[config.mk]
export PLATFORM = sky130hd
export DESIGN_NAME = mem_access_ctrl
export DESIGN_NICKNAME = d
export VERILOG_FILES = /design/src/rtl/mem_access_ctrl.sv
export SDC_FILE = /design/constraint.sdc
export NUM_CORES = 1
export LEC_CHECK = 0
export ABC_AREA = 1
export BUFFER_PORTS_ARGS = -buffer_cell sky130_fd_sc_hd__buf_2
export CAP_MARGIN = 20
export CORE_MARGIN = 3
export CORE_UTILIZATION = 55
export DETAILED_ROUTE_END_ITERATION = 8
export GPL_TIMING_DRIVEN = 0
export PLACE_DENSITY_LB_ADDON = 0.08
export SKIP_LAST_GASP = 1
export SLEW_MARGIN = 30
export SYNTH_ARGS = -nofsm -noshare
export SYNTH_HDL_FRONTEND = slang
export SYNTH_SLANG_ARGS = --single-unit
[constraint.sdc]
create_clock -name clk -period 2.15 [get_ports clk]
set_input_delay 0.43 -clock clk [delete_from_list [all_inputs] [get_ports clk]]
set_output_delay 0.43 -clock clk [all_outputs]
set_load 0.02 [all_outputs]
[src/rtl/mem_access_ctrl.sv]
// mem_access_ctrl: single-outstanding load/store sequencer.
// Misaligned word-crossing accesses are split in two, and every memory access is guarded by a timeout.
module mem_access_ctrl #(
   parameter int TIMEOUT_CYCLES = 255
) (
   input  logic        clk,
   input  logic        rst,
   input  logic        req_valid,
   output logic        req_rdy,
   input  logic        req_store,
   input  logic [2:0]  req_funct3,
   input  logic [31:0] req_addr,
   input  logic [31:0] req_wdata,
   output logic        mem_req,
   output logic        mem_we,
   output logic [31:0] mem_addr,
   output logic [31:0] mem_wdata,
   output logic [3:0]  mem_be,
   input  logic        mem_ack,
   input  logic [31:0] mem_rdata,
   output logic        resp_valid,
   input  logic        resp_rdy,
   output logic [31:0] resp_data,
   output logic        resp_err
);
   typedef enum logic [1:0] {IDLE, ACC0, ACC1, RESP} state_t;
   state_t      state;
   logic        st_store;
   logic [2:0]  st_f3;
   logic [1:0]  st_off;
   logic [3:0]  st_hi_be;
   logic [31:0] st_sd_hi, st_lo;
   logic [15:0] cnt;
   logic [3:0]  sz_mask;
   logic [7:0]  mask;
   logic [63:0] sd, both;
   logic [31:0] raw, ld_val;
   logic        legal;
   assign req_rdy = state == IDLE && !rst;
   always_comb begin
      sz_mask = req_funct3[1:0] == 2'd0 ? 4'h1 : req_funct3[1:0] == 2'd1 ? 4'h3 : 4'hF;
      mask = {4'h0, sz_mask} << req_addr[1:0];
      sd = {32'h0, req_wdata} << {req_addr[1:0], 3'b000};
      legal = req_funct3[1:0] != 2'd3 && !(req_funct3[2] && (req_store || req_funct3[1]));
      both = state == ACC1 ? {mem_rdata, st_lo} : {32'h0, mem_rdata};
      raw = 32'(both >> {st_off, 3'b000});
      ld_val = st_f3[1] ? raw :
               st_f3[0] ? {{16{raw[15] & !st_f3[2]}}, raw[15:0]} :
                          {{24{raw[7] & !st_f3[2]}}, raw[7:0]};
   end
   always_ff @(posedge clk) begin
      if (rst) begin
         state <= IDLE;
         mem_req <= 1'b0;
         mem_we <= 1'b0;
         mem_addr <= 32'h0;
         mem_wdata <= 32'h0;
         mem_be <= 4'h0;
         resp_valid <= 1'b0;
         resp_data <= 32'h0;
         resp_err <= 1'b0;
         cnt <= 16'h0;
         st_store <= 1'b0;
         st_f3 <= 3'h0;
         st_off <= 2'h0;
         st_hi_be <= 4'h0;
         st_sd_hi <= 32'h0;
         st_lo <= 32'h0;
      end else begin
         case (state)
            IDLE: if (req_valid) begin
               st_store <= req_store;
               st_f3 <= req_funct3;
               st_off <= req_addr[1:0];
               st_hi_be <= mask[7:4];
               st_sd_hi <= sd[63:32];
               if (legal) begin
                  state <= ACC0;
                  mem_req <= 1'b1;
                  mem_we <= req_store;
                  mem_addr <= {req_addr[31:2], 2'b00};
                  mem_be <= mask[3:0];
                  mem_wdata <= sd[31:0];
               end else begin
                  state <= RESP;
                  resp_valid <= 1'b1;
                  resp_err <= 1'b1;
                  resp_data <= 32'h0;
               end
            end
            ACC0, ACC1: if (!mem_req) begin
               // mem_req is low here only in the idle cycle before the second half of a split
               mem_req <= 1'b1;
               mem_addr <= mem_addr + 32'd4;
               mem_be <= st_hi_be;
               mem_wdata <= st_sd_hi;
            end else if (mem_ack) begin
               mem_req <= 1'b0;
               cnt <= 16'h0;
               st_lo <= mem_rdata;
               if (state == ACC0 && st_hi_be != 4'h0) state <= ACC1;
               else begin
                  state <= RESP;
                  resp_valid <= 1'b1;
                  resp_err <= 1'b0;
                  resp_data <= st_store ? 32'h0 : ld_val;
               end
            end else if (cnt == 16'(TIMEOUT_CYCLES - 1)) begin
               mem_req <= 1'b0;
               cnt <= 16'h0;
               state <= RESP;
               resp_valid <= 1'b1;
               resp_err <= 1'b1;
               resp_data <= 32'h0;
            end else cnt <= cnt + 16'd1;
            RESP: if (resp_rdy) begin
               state <= IDLE;
               resp_valid <= 1'b0;
            end
         endcase
      end
   end
endmodule

[Word level (Yosys, flattened, before mapping)]
Index checks and enable logic that the tools add are counted.
Word-level totals
  flip-flop bits (word level): 196
  bits of input ports: 105
  output and inout bits: 105
  word-level logic and storage cells: 112
Cells by class
  add/sub/neg operators: 2
  equality and inequality tests: 14
  shifts and indexed selects: 3
  mux-type cells: 53
  bitwise logic cells: 2
  reduce and logical (&&, ||, !) cells: 22
Operators with widths (count)
  2-to-1 mux 32 bit: 15
  case mux 32 bit (2 select lines): 3
  2-to-1 mux 64 bit: 1
  << shifter 32 x 5 -> 64 bit: 1
  right shift 64 x 5 -> 32 bit: 1
  adder 32 x 3 -> 32 bit (second input constant): 1
  2-to-1 mux 16 bit: 2
  2-to-1 mux 4 bit: 5
  adder 16 x 1 -> 16 bit (second input constant): 1
  == test 16 x 8 -> 1 bit (second input constant): 1
  2-to-1 mux 1 bit: 16
  inequality test 2 bit (second input constant): 7
  2-to-1 mux 2 bit: 6
  AND reduction 6 bit: 2
  AND reduction 3 bit: 3
  case mux 4 bit (2 select lines): 1
  AND reduction 4 bit: 2
  << shifter 4 x 2 -> 8 bit: 1
  inequality test 3 bit (second input constant): 2
  case mux 2 bit (3 select lines): 1
  == test 2 x 1 -> 1 bit (second input constant): 2
  == test 2 bit (second input constant): 2
  logical AND 1 bit: 4
  logical NOT 2 bit: 2
  9 further kinds: 14

[Longest topological paths before layout]
  depth after elaboration: 11
  gate-level depth with buffers: 16
  mapped depth without buffers: 13

[Least setup slack after synthesis]
OpenSTA, ideal clock, no wires.
  path kind: reg2reg
  start: reg state[0]
  end: reg resp_data[23]
  data arrival time: 1.837 ns
  data required time: 2.081 ns
  slack: 0.243 ns
  stages on the path, launching flop included: 14
  path through: dfxtp_1 > inv_1 > ha_1 > buf_4 > nand2_2 > nor2_1 > nand2_1 > nand2_2 > nor2_4 > nand3_4 > nor2_8 > buf_8 > nand3_2 > a21oi_2
Between the ends
  cells in the longest elaborated chain, start to end: 11
  elaborated cells on any way between the ends: 23
Ends and longest elaborated chain
  from (decl): line 27  | state_t state;
  from (signal assigned): line 53  | state <= IDLE;
  from (signal assigned): line 78  | state <= ACC0;
  from (signal assigned): line 85  | state <= RESP;
  == test 2 bit: line 45, 70
  2-to-1 mux 64 bit: line 45  | both = state == ACC1 ? {mem_rdata, st_lo} : {32'h0, mem_rdata};
  right shift 64 x 5 -> 32 bit: line 46  | raw = 32'(both >> {st_off, 3'b000});
  bitwise AND 1 bit, on equally long branches: line 49, 48
  2-to-1 mux 32 bit: line 48  | st_f3[0] ? {{16{raw[15] & !st_f3[2]}}, raw[15:0]} :
  2-to-1 mux 32 bit: line 47  | ld_val = st_f3[1] ? raw :
  2-to-1 mux 32 bit: line 106  | resp_data <= st_store ? 32'h0 : ld_val;
  2-to-1 mux 32 bit: line 101  | if (state == ACC0 && st_hi_be != 4'h0) state <= ACC1;
  2-to-1 mux 32 bit: line 97  | end else if (mem_ack) begin
  2-to-1 mux 32 bit: line 91  | ACC0, ACC1: if (!mem_req) begin
  case mux 32 bit (2 select lines): line 70  | case (state)
  to (signal assigned): line 106
  to (decl): line 23  | output logic [31:0] resp_data,
Parallel ways exist; a longest one is shown, timed or not. The select of a mux whose other input is x is not followed.
A chain may end at the register's enable or synchronous reset.

[Final worst setup path]
  start: reg state[0]
  end: reg resp_data[12]
Between the ends
  cells in the longest elaborated chain, start to end: 11
  elaborated cells on any way between the ends: 22
Ends and longest elaborated chain
  == test 2 bit: line 45, 70
  2-to-1 mux 64 bit: line 45
  right shift 64 x 5 -> 32 bit: line 46
  bitwise AND 1 bit: line 49  | {{24{raw[7] & !st_f3[2]}}, raw[7:0]};
  2-to-1 mux 32 bit: line 48
  2-to-1 mux 32 bit: line 47
  2-to-1 mux 32 bit: line 106
  2-to-1 mux 32 bit: line 101
  2-to-1 mux 32 bit: line 97
  2-to-1 mux 32 bit: line 91
  case mux 32 bit (2 select lines): line 70
Parallel ways exist; a longest one is shown, timed or not. The select of a mux whose other input is x is not followed.

==> run_summary.xml <==
<?xml version="1.0" encoding="UTF-8"?>
<metrics>
  <group name="status">
    <metric name="status" unit="">completed</metric>
  </group>
  <group name="layout">
    <metric name="nFillCells" unit="">1655</metric>
    <metric name="post_route_cells_drive_above_1_share" unit="%">22.29</metric>
    <metric name="ff_latch_area" unit="mm²">0.003709</metric>
    <metric name="post_layout_nonfiller_instances" unit="">2056</metric>
    <metric name="multi_input_comb_area" unit="mm²">0.005967</metric>
    <metric name="design.final.nets" unit="">1927</metric>
    <metric name="areaGrowthSynthToFinish" unit="%">20.58</metric>
  </group>
  <group name="global_routing">
    <metric name="grt_max_degree" unit="">18</metric>
    <metric name="grt.overflow.total" unit="">0</metric>
    <metric name="grtUsageTotal" unit="%">37.09</metric>
    <metric name="grt_pass1_wl" unit="mm">59.83</metric>
    <metric name="antenna_found_initial" unit="">1</metric>
    <metric name="grt_pass1_vias" unit="">11220</metric>
  </group>
  <group name="logic_synthesis">
    <metric name="avgSynthCellArea" unit="µm²">6.625</metric>
    <metric name="synth_flop_cell" unit="">sky130_fd_sc_hd__dfxtp_1</metric>
    <metric name="synth_largest_type_area_fraction" unit="%">35.33</metric>
    <metric name="yosys-top-cells-count" unit="">sky130_fd_sc_hd__nand2_1, sky130_fd_sc_hd__dfxtp_1, sky130_fd_sc_hd__a21oi_1, sky130_fd_sc_hd__nor2_1, sky130_fd_sc_hd__o21ai_0</metric>
    <metric name="synth-edff-count" unit="">0</metric>
    <metric name="synthesized_cell_area" unit="mm²">0.01048</metric>
    <metric name="yosysSeqAreaShare" unit="%">35.33</metric>
    <metric name="ys_async_sr_fraction" unit="%">0</metric>
    <metric name="synthDistinctLibCells" unit="">54</metric>
    <metric name="yosysWarnings" unit="">0</metric>
    <metric name="post-synth-top-count-cell" unit="">sky130_fd_sc_hd__nand2_1</metric>
    <metric name="ys_ff_latch" unit="">185</metric>
    <metric name="synth_top_area_cell" unit="">sky130_fd_sc_hd__dfxtp_1</metric>
    <metric name="yosys-top-cells-area" unit="">sky130_fd_sc_hd__dfxtp_1, sky130_fd_sc_hd__nand2_1, sky130_fd_sc_hd__a21oi_1</metric>
    <metric name="postSynthCellCount" unit="">1582</metric>
  </group>
  <group name="power_and_ir_drop">
    <metric name="clkPwrFrac" unit="%">18.5</metric>
    <metric name="power.internal" unit="mW">8.463</metric>
    <metric name="vdd.ir_drop.worst" unit="mV">0.9203</metric>
    <metric name="combinationalPowerShare" unit="%">52.6</metric>
    <metric name="net-switching-power" unit="mW">8.130</metric>
    <metric name="sequentialPowerShare" unit="%">28.9</metric>
    <metric name="power.density" unit="mW/mm²">1313</metric>
    <metric name="static-leakage-power" unit="nW">5.258</metric>
    <metric name="power_switching_share" unit="%">49.00</metric>
  </group>
  <group name="placed_design">
    <metric name="io_buffer_count" unit="">204</metric>
    <metric name="place.gp.congestion" unit="">1.003</metric>
    <metric name="place_inst" unit="">2016</metric>
    <metric name="dp_hpwl" unit="mm">29.35</metric>
    <metric name="dpl_worst_slack" unit="ns">-0.3647</metric>
  </group>
  <group name="worst_hold_path">
    <metric name="worstHoldStart" unit="">mem_rdata[29]</metric>
    <metric name="hold_class" unit="">in2reg</metric>
  </group>
  <group name="worst_setup_path">
    <metric name="r2r_start" unit="">state[0]$_SDFFE_PP0P_</metric>
    <metric name="cp_data_required_time" unit="ns">2.46</metric>
    <metric name="worstSetupStartpointType" unit="">flip-flop</metric>
    <metric name="critical_path_peak_fanout" unit="">10</metric>
    <metric name="start_point_of_the_critical_path" unit="">state[0]$_SDFFE_PP0P_</metric>
    <metric name="crit_family" unit="">buffers and inverters</metric>
    <metric name="path_common_cell" unit="">sky130_fd_sc_hd__nand3_1</metric>
    <metric name="path_cells" unit="">inv_2, ha_1, buf_6, clkbuf_4, buf_4, nand2_1, o21ai_0, o211ai_1, nand3_1, nand3_1, a21oi_1</metric>
    <metric name="worst_ep_arrival_time" unit="ns">2.43</metric>
    <metric name="critPathCaptureType" unit="">flip-flop</metric>
    <metric name="critical_path_class" unit="">reg2reg</metric>
    <metric name="critical_path.n_buffers_inverters" unit="">4</metric>
    <metric name="worst_path_max_delay_cell" unit="">sky130_fd_sc_hd__dfxtp_2</metric>
    <metric name="cp_slowest_stage_delay" unit="ns">0.35</metric>
  </group>
  <group name="route">
    <metric name="dr.first_iter.drc_count" unit="">1312</metric>
    <metric name="viasPerCell" unit="">5.955</metric>
    <metric name="vias" unit="">12240</metric>
    <metric name="post-route-drc-count" unit="">0</metric>
    <metric name="ant_nets" unit="">0</metric>
    <metric name="drt_pre_antenna_iters" unit="">6</metric>
    <metric name="drt_wl_cell" unit="µm">18.95</metric>
    <metric name="wl" unit="mm">38.96</metric>
  </group>
  <group name="sta">
    <metric name="fmax" unit="MHz">471.5</metric>
    <metric name="post-route-min-period" unit="ns">2.121</metric>
    <metric name="hold_viol" unit="">0</metric>
    <metric name="setup_viol" unit="">0</metric>
    <metric name="post-route-worst-setup-slack" unit="ns">0.02933</metric>
    <metric name="period_share" unit="%">98.64</metric>
    <metric name="timing.max_slew.rel_slack" unit="%">44.30</metric>
    <metric name="finClkSkew" unit="ns">0.01389</metric>
    <metric name="finalMaxSlewViolations" unit="">0</metric>
    <metric name="setup_repair_after_global_routing_missed_its_margin" unit="">yes</metric>
    <metric name="worst_slew_pin_slew" unit="ns">0.8356</metric>
  </group>
  <group name="die">
    <metric name="num_io_pins" unit="">210</metric>
    <metric name="die_width" unit="µm">144.0</metric>
    <metric name="core-area" unit="mm²">0.01833</metric>
    <metric name="fp.dieH" unit="µm">144.0</metric>
    <metric name="initial_core_util" unit="%">57.18</metric>
    <metric name="floorplan.die_area" unit="mm²">0.02075</metric>
    <metric name="fp-row-count" unit="">49</metric>
  </group>
  <group name="clocking">
    <metric name="cts_sinks" unit="">185</metric>
    <metric name="clock_insertion_delay_worst_skew" unit="ns">0.46</metric>
    <metric name="worst_setup_hold_path_clk_slew" unit="ns">0.07</metric>
    <metric name="tritoncts_clock_tree" unit="">yes</metric>
    <metric name="cts_root_buffer" unit="">sky130_fd_sc_hd__clkbuf_16</metric>
    <metric name="h_tree_lvl_count" unit="">4</metric>
    <metric name="buffer_depth_of_the_longest_clock_path" unit="">2</metric>
    <metric name="cts_made_buffers" unit="">17</metric>
  </group>
  <group name="job">
    <metric name="max-cap-violations" unit="">0</metric>
  </group>
</metrics>
## power by group through the flow
| stage | Clock [mW] | Sequential, mW | Combinational, mW |
|---|---|---|---|
| 4_1_cts | 3.06 | 4.76 | 8.30 |
| 5_1_grt | 3.19 | 4.87 | 9.43 |
| 2_1_floorplan | 0 | 5.34 | 4.78 |
| 6_report | 3.06 | 4.80 | 8.73 |
| 3_3_place_gp | 0 | 4.81 | 8.00 |
| 3_5_place_dp | 0 | 4.82 | 8.08 |
## cell type report
cell class                      instances  share of cell area (%)
Clock buffer                           20                   3.534
Multi-Input combinational cell       1188                   47.21
Tap cell                              229                   2.267
Buffer                                109                   4.980
Sequential cell                       185                   29.34
Clock inverter                         12                  0.8712
Antenna cell                            1                 0.01980
Timing Repair Buffer                  211                   8.682
Inverter                              101                   3.089
## placed cells by master, fill, tap and decap left out, drive strengths merged, types with 9 or more instances in the layout
master  synthesis  routed
mux2i          10      10
nor2          149     149
clkbuf         57      79
dfxtp         185     185
ha              9       9
o211ai         10      10
nand2         450     450
clkinv          6      10
inv            95     100
a21oi         162     162
o22ai          13      13
nor3           19      19
a31oi          11      11
o21ai         131     131
buf            52     261
nand3         145     145
## kinds of logic after synthesis
family / after synthesis / share of synthesized area, %
AOI/OAI and AO/OA: 370 / 20.31
xor gates and xnor gates: 9 / 0.7521
adders and majority gates: 9 / 1.074
buffers and inverters: 210 / 8.917
DFF: 185 / 35.33
muxes: 10 / 0.9550
other: 1 / 0.03578
and+or+nand+nor: 788 / 32.63
## routing by layer
| metal | share of wire [%] | wire length (µm) | up-vias | global-route usage [%] |
|---|---|---|---|---|
| met5 | 0 | 0 | - | 0 |
| met4 | 5.3 | 2072 | 0 | 19.33 |
| met3 | 10 | 3909 | 161 | 7.143 |
| met2 | 46 | 17850 | 771 | 59.68 |
| met1 | 39 | 15130 | 5571 | 47.33 |
| li1 | - | - | 5741 | - |
## worst reg2reg max path: cells and delay by family (launching register included)
family,cells,cell delay (ns)
buf+inv,4,0.60
compound gates,3,0.52
flops,1,0.35
simple gates,3,0.32
fa+ha+maj,1,0.21
## registers in the layout, summed over array words and instances (netlist names), 3 cells and up
| signal | count |
|---|---|
| st_f3 | 3 |
| cnt | 16 |
| mem_wdata | 32 |
| mem_be | 4 |
| st_sd_hi | 24 |
| mem_addr | 30 |
| st_lo | 32 |
| resp_data | 32 |
| st_hi_be | 3 |
## per-stage QoR
| step | power [mW] | TNS [ns] | cell area [µm²] | hold slack, ns | util, % |
|---|---|---|---|---|---|
| after floorplan | 10.12 | 0 | 10490 | 0.4297 | - |
| after global placement | 12.82 | -14.11 | 11790 | 0.4478 | 64.33 |
| after detailed placement | 12.90 | -16.74 | 11790 | 0.4516 | 64.33 |
| after CTS | 16.13 | -0.08876 | 12460 | 0.2602 | 67.96 |
| after global routing | 17.50 | -0.3401 | 12640 | 0.2749 | 68.93 |
| final | 16.59 | 0 | 12640 | 0.2619 | 68.94 |
## repair_timing
action,CTS,global route
pin swaps,5,7
gates cloned,2,0
hold buffers,0,0
gates resized for setup,37,60
endpoints found under the setup margin,151,149
buffers inserted,2,3
## final timing paths
kind                                      to  slack (ns)  cells past startpoint
setup / recovery  resp_data[12]$_SDFFE_PP0P_        0.03                     11
setup reg to reg  resp_data[12]$_SDFFE_PP0P_        0.03                     11
hold / removal        st_lo[29]$_SDFFE_PP0P_        0.26                      3
hold reg to reg   mem_wdata[26]$_SDFFE_PP0P_        0.46                      2
Note: power is estimated with default switching activity, not from simulation.
